### src/rtl/pipe_stage_skid.sv
// Parametrised pipeline-stage register with valid/ready handshake, 2-entry skid buffer and flush.
// Invalid slots always present an all-zero payload, so a zero instruction word reads as a NOP.
module pipe_stage_skid #(
    parameter int FIELD_W    = 32,
    parameter int NUM_FIELDS = 4
) (
    input  logic                          clk,
    input  logic                          reset,
    input  logic                          in_valid,
    output logic                          in_ready,
    input  logic [FIELD_W*NUM_FIELDS-1:0] in_data,
    output logic                          out_valid,
    input  logic                          out_ready,
    output logic [FIELD_W*NUM_FIELDS-1:0] out_data,
    input  logic                          flush,
    output logic [1:0]                    occupancy
);

    localparam int PW = FIELD_W * NUM_FIELDS;

    // State bits are {main_v, skid_v}; the (0,1) code cannot be reached.
    typedef enum logic [1:0] {
        EMPTY   = 2'b00,
        ILLEGAL = 2'b01,
        ONE     = 2'b10,
        TWO     = 2'b11
    } state_t;

    state_t        state, state_n;
    logic [PW-1:0] main_d, main_n;
    logic [PW-1:0] skid_d, skid_n;
    logic          main_v, skid_v;
    logic          acc, dep;

    assign main_v    = state[1];
    assign skid_v    = state[0];
    assign in_ready  = !skid_v;
    assign out_valid = main_v;
    assign out_data  = main_d;
    assign occupancy = {1'b0, main_v} + {1'b0, skid_v};

    assign acc = in_valid & in_ready;
    assign dep = out_valid & out_ready;

    always_ff @(posedge clk or posedge reset) begin
        if (reset) begin
            state  <= EMPTY;
            main_d <= '0;
            skid_d <= '0;
        end else begin
            state  <= state_n;
            main_d <= main_n;
            skid_d <= skid_n;
        end
    end

    // in_data is only ever selected under acc, so an undriven bus stays out of the registers.
    always_comb begin
        state_n = state;
        main_n  = main_d;
        skid_n  = skid_d;
        if (flush) begin
            state_n = EMPTY;
            main_n  = '0;
            skid_n  = '0;
        end else begin
            case (state)
                EMPTY: begin
                    if (acc) begin
                        state_n = ONE;
                        main_n  = in_data;
                    end
                end
                ONE: begin
                    if (acc && dep) begin
                        main_n = in_data;
                    end else if (acc) begin
                        state_n = TWO;
                        skid_n  = in_data;
                    end else if (dep) begin
                        state_n = EMPTY;
                        main_n  = '0;
                    end
                end
                TWO: begin
                    if (dep) begin
                        state_n = ONE;
                        main_n  = skid_d;
                        skid_n  = '0;
                    end
                end
                default: begin
                    state_n = EMPTY;
                    main_n  = '0;
                    skid_n  = '0;
                end
            endcase
        end
    end

endmodule

### config.mk
export PLATFORM = sky130hd
export DESIGN_NAME = pipe_stage_skid
export DESIGN_NICKNAME = d
export VERILOG_FILES = /design/src/rtl/pipe_stage_skid.sv
export SDC_FILE = /design/constraint.sdc
export NUM_CORES = 1
export LEC_CHECK = 0
export BUFFER_PORTS_ARGS = -buffer_cell sky130_fd_sc_hd__buf_2
export CORE_MARGIN = 2
export CORE_UTILIZATION = 54
export CTS_CLUSTER_DIAMETER = 200
export DETAILED_ROUTE_END_ITERATION = 7
export HOLD_SLACK_MARGIN = 0.12
export MAX_ROUTING_LAYER = met4
export PLACE_DENSITY_LB_ADDON = 0.12
export SETUP_SLACK_MARGIN = 0.05
export SYNTH_ARGS = -nofsm -noshare
export SYNTH_HDL_FRONTEND = slang
export SYNTH_SLANG_ARGS = --single-unit
export TNS_END_PERCENT = 20
### constraint.sdc
create_clock -name clk -period 7.7 [get_ports clk]
set_input_delay 0 -clock clk [delete_from_list [all_inputs] [get_ports clk]]
set_output_delay 0 -clock clk [all_outputs]
set_load 0.05 [all_outputs]
* Word level (Yosys, flattened, before mapping) *
Cells that the tools add are included.

word-level totals
  register bits after elaboration = 258
  input port bits = 133
  output and inout bits = 132
  word-level logic and storage cells = 39

operators by class
  $add $sub $neg = 1
  equal/unequal tests = 10
  muxes and demuxes = 17
  bitwise gates (word level) = 2
  reduce and logical (&&, ||, !) cells = 6

operator list
  operator              number
  $mux W128             8
  $pmux W128 S3         2
  $mux W2               6
  $ne A3 B3 Y1 const B  4
  $ne A4 B4 Y1 const B  3
  $reduce_and A4 Y1     3
  $pmux W2 S3           1
  $eq A2 B2 Y1 const B  2
  $add A1 B1 Y2         1
  $and A1 B1 Y1         2
  $logic_not A2 Y1      1
  $ne A2 B2 Y1 const B  1
  $logic_and A1 B1 Y1   1
  $logic_not A1 Y1      1

* Longest topological paths before layout *
  depth after elaboration = 6
  gate-level depth with buffers = 8

* Least setup slack after synthesis *
OpenSTA, ideal clock, no wires.

  kind = register to register
  from = register state[1]
  to = register main_d[0], in the netlist out_data[0]
  setup time = 78 ps
  arrival = 2343 ps
  path slack = 5280 ps
  cell stages (with the launch flop) = 9
  buffers on the path = 3
  cell sequence = dfrtp_1 ha_1 buf_2 a2bb2oi_1 a21oi_1 nor2_1 buf_4 buf_2 o2bb2ai_1

between the ends
  longest elaborated chain between the ends = 5
  elaborated cells between the ends (all ways) = 13
  those cells by class = eq/ne: 6; mux: 3; bitwise: 1; reduce/logical: 3

RTL lines
  what                    line  source
  from (decl)             29    state_t state, state_n;
  from (signal assigned)  51    state <= state_n;
  $and A1 B1 Y1           43    assign dep = out_valid & out_ready;
  $logic_and A1 B1 Y1     75    if (acc && dep) begin
  $mux W128               75
  $pmux W128 S3           67    case (state)
  $mux W128               62    if (flush) begin
  to (signal assigned)    52    main_d <= main_n;
  to (decl)               30    logic [PW-1:0] main_d, main_n;

Several ways; a longest one is shown, not always the timed one.
A chain may end at the register's enable or synchronous reset.

* Worst setup path after layout *
  from = register state[0]
  to = register main_d[99], in the netlist out_data[99]

between the ends
  longest elaborated chain between the ends = 6
  elaborated cells between the ends (all ways) = 14
  those cells by class = eq/ne: 6; mux: 3; bitwise: 1; reduce/logical: 4

RTL lines
  what                 line  source
  $logic_not A1 Y1     37    assign in_ready = !skid_v;
  $and A1 B1 Y1        42    assign acc = in_valid & in_ready;
  $logic_and A1 B1 Y1  75
  $mux W128            75
  $pmux W128 S3        67
  $mux W128            62

Several ways; a longest one is shown, not always the timed one.

==> impl_metrics.env <==
export IMPL_outcome="completed"
export IMPL_post_synth_top_area_cell="dfrtp_1"
export IMPL_syn_area_per_cell_um2=11.4
export IMPL_viasPerCell=5.65
export IMPL_ys_types=27
export IMPL_grt_overflow=0
export IMPL_track_usage_pct=28.1
export IMPL_areaGrowthSynthToFinish_pct=29.7
export IMPL_drive_above_1_share_pct=23.3
export IMPL_via_count=9395
export IMPL_fin_crit_ns=3.41
export IMPL_start_kind="flop"
export IMPL_path_class="reg2reg"
export IMPL_worstMarginPinSlew_ns=1.06
export IMPL_ys_ff_latch=258
export IMPL_maxSlewViolCount=0
export IMPL_yosys_warnings=0
export IMPL_fin_nets=1507
export IMPL_fillers=1505
export IMPL_hp_class="in2reg"
export IMPL_path_cells="ha_4 -> a2bb2oi_1 -> a21oi_1 -> nand2_4 -> buf_4 -> o2bb2ai_1"
export IMPL_synth_area_top_cells="dfrtp_1 56%, mux2i_1 11%, o2bb2ai_1 9.7%"
export IMPL_cts_buffer_depth=3
export IMPL_crit_required_ns=8.05
export IMPL_synthArstFlopShare_pct=100
export IMPL_synth_edf_count=0
export IMPL_skew_ns=0.0100
export IMPL_fin_crit_sh_pct=44.3
export IMPL_core_um2=21000
export IMPL_setup_viol_count_final=0
export IMPL_slew_headroom_pct=29.4
export IMPL_fp_row_count=53
export IMPL_wl_per_cell_um=18.9
export IMPL_cts_setup_buffers=0
export IMPL_numPortBuffers=264
export IMPL_clkPwrFrac_pct=24.2
export IMPL_cts_tree="done"
export IMPL_fin_util_pct=71.6
export IMPL_placed_cells=1483
export IMPL_cts_buffers=27
export IMPL_endpoint_kind="flop"
export IMPL_io_pins=265
export IMPL_synth_ff_type="dfrtp_1"
export IMPL_drc=0
export IMPL_pwr_share_comb_pct=41.0
export IMPL_h_tree_depth=1
export IMPL_syn_inst=1019
export IMPL_finalSetupTns_ns=0
export IMPL_drtIter0Drc=640
export IMPL_dr_pass1_iters=5
export IMPL_start_util_pct=55.2
export IMPL_synth_top_cells_by_count="258 x dfrtp_1, 134 x nand2_1, 131 x inv_1, 129 x a22oi_1"
export IMPL_grt_pass1_vias=9432
export IMPL_power_frac_seq_pct=34.9
export IMPL_rsz0062_at_grt="no"
export IMPL_syn_area_um2=11600
export IMPL_max_freq_ghz=0.293
export IMPL_insertion_delay_ns=0.51
export IMPL_cap_viol_max_count=0
export IMPL_fin_cells=1663
export IMPL_ant_nets=0
export IMPL_clk_pin_slew_ns=0.07
export IMPL_hpwl_um=17100
export IMPL_intPower_uw=3040
export IMPL_finalWeightedCongestion=0.754
export IMPL_routed_wl_um=31400
export IMPL_synth_top_area_share_pct=55.7
export IMPL_critPathArrivalTime_ns=3.76
export IMPL_whs_ns=0.159
export IMPL_crit_fanout=79
export IMPL_n_antenna_cell=0
export IMPL_fp_dieArea_um2=22700
export IMPL_final_cell_area_um2=15000
export IMPL_yosysSeqAreaShare_pct=55.7
export IMPL_cp_slowest_stage_delay_ns=0.81
export IMPL_cts_sinks=258
export IMPL_antenna_found_initial=0
export IMPL_clockRootBuffer="clkbuf_16"
export IMPL_irDropWorstVdd_uv=197
export IMPL_leakage_uw=0.00754
export IMPL_syn_nets=1156
export IMPL_slowest_stage="buf_4"
export IMPL_p_per_area_nw_per_um2=358
export IMPL_grt_pass1_wl_um=49400
export IMPL_hold_violations=0
export IMPL_die_w_um=151
export IMPL_grt_max_degree=131
export IMPL_synth_most_common_cell="dfrtp_1"
export IMPL_die_h_um=151
export IMPL_dpl_cell_area_um2=12800
export IMPL_p_sw_uw=2340
export IMPL_swShare_pct=43.5
==> power groups by stage <==
stage | clock (uW) | sequential, uW | combinational (uW)
floorplan | 0 | 2550 | 1010
global placement | 0 | 1880 | 2120
detailed placement | 0 | 1880 | 2140
CTS | 1310 | 1870 | 2200
global route | 1390 | 1910 | 2340
finish | 1300 | 1880 | 2200
==> path summary, 6_finish.rpt <==
kind	cells after the start	to	slack, ns	startpoint
max	6	out_data[99]	4.29	state[0]
min	5	state[1]	0.16	in_valid
max reg2reg	6	out_data[99]	4.29	state[0]
min reg2reg	1	out_data[117]	0.48	out_data[117]
max in group asynchronous	4	out_data[110]	6.26	reset
min in group asynchronous	3	out_data[32]	0.23	reset
==> flip-flops by register name, summed over array words and instances, names as in the netlist <==
register and count:
out_data 128, skid_d 128, state 2
==> cells in the final DEF (no fill, tap or decap), drive strengths merged <==
| master | count |
|---|---|
| ha | 4 |
| inv | 131 |
| a21o | 1 |
| o32ai | 1 |
| dlygate4sd3 | 133 |
| a211o | 1 |
| nor4b | 1 |
| clkbuf | 38 |
| nor3 | 2 |
| nand2b | 1 |
| a2bb2oi | 1 |
| buf | 274 |
| clkinv | 7 |
| nor2 | 3 |
| a211oi | 1 |
| a21oi | 4 |
| nand4bb | 1 |
| o21bai | 1 |
| and2 | 1 |
| a22oi | 129 |
| o21ai | 1 |
| bufinv | 2 |
| o2bb2ai | 128 |
| mux2i | 128 |
| dfrtp | 258 |
| nor2b | 1 |
| nand2 | 134 |
| nand3b | 1 |
==> per-stage QoR <==
stage / power (uW) / setup WS, ns
after global placement: 4000 / 4.42
after floorplan: 3570 / 0.602
after CTS: 5380 / 4.31
after detailed placement: 4020 / 4.32
final: 5380 / 4.29
after global routing: 5640 / 4.04
==> layer usage <==
layer | global-route usage, % | wire length [um] | vias to the layer above | share of wire (%)
li1 | - | - | 4277 | -
met1 | 39.7 | 13800 | 4708 | 44
met2 | 43.0 | 14900 | 348 | 47
met3 | 3.48 | 1890 | 62 | 6.0
met4 | 8.35 | 862 | 0 | 2.7
met5 | - | 0 | - | 0
==> cell type report <==
type | count | area (um^2) | share of cell area (%)
clock inverter | 9 | 106 | 0.707
tap | 275 | 344 | 2.29
inverter | 131 | 499 | 3.32
multi-input combinational | 545 | 4120 | 27.4
sequential | 258 | 6460 | 42.9
timing repair buffer | 407 | 2740 | 18.2
clock buffer | 38 | 777 | 5.16
==> critical path, delay by kind of cell, from the launching register on <==
kind | cells | cell delay, ns
buffers and inverters | 1 | 0.81
adder cells (fa/ha/maj) | 1 | 0.75
AO/OA/AOI/OAI | 3 | 0.64
flip-flops | 1 | 0.50
AND/OR/NAND/NOR | 1 | 0.49
==> cell families (layout without fill, tap and decap cells) <==
| family | after synthesis | after routing | share of synthesized area [%] |
|---|---|---|---|
| fa+ha+maj | 4 | 4 | 0.432 |
| flops | 258 | 258 | 55.7 |
| mux | 128 | 128 | 11.0 |
| buf+inv | 216 | 585 | 9.27 |
| compound gates | 268 | 268 | 18.7 |
| simple gates | 145 | 145 | 4.94 |
==> timing repair <==
| action | CTS | global route |
|---|---|---|
| setup endpoints to repair | 0 | 0 |
| hold endpoints to repair | 387 | 0 |
| hold buffers | 133 | 0 |
| resized for setup | 0 | 0 |
No activity file was read; power rests on OpenSTA's default activity.
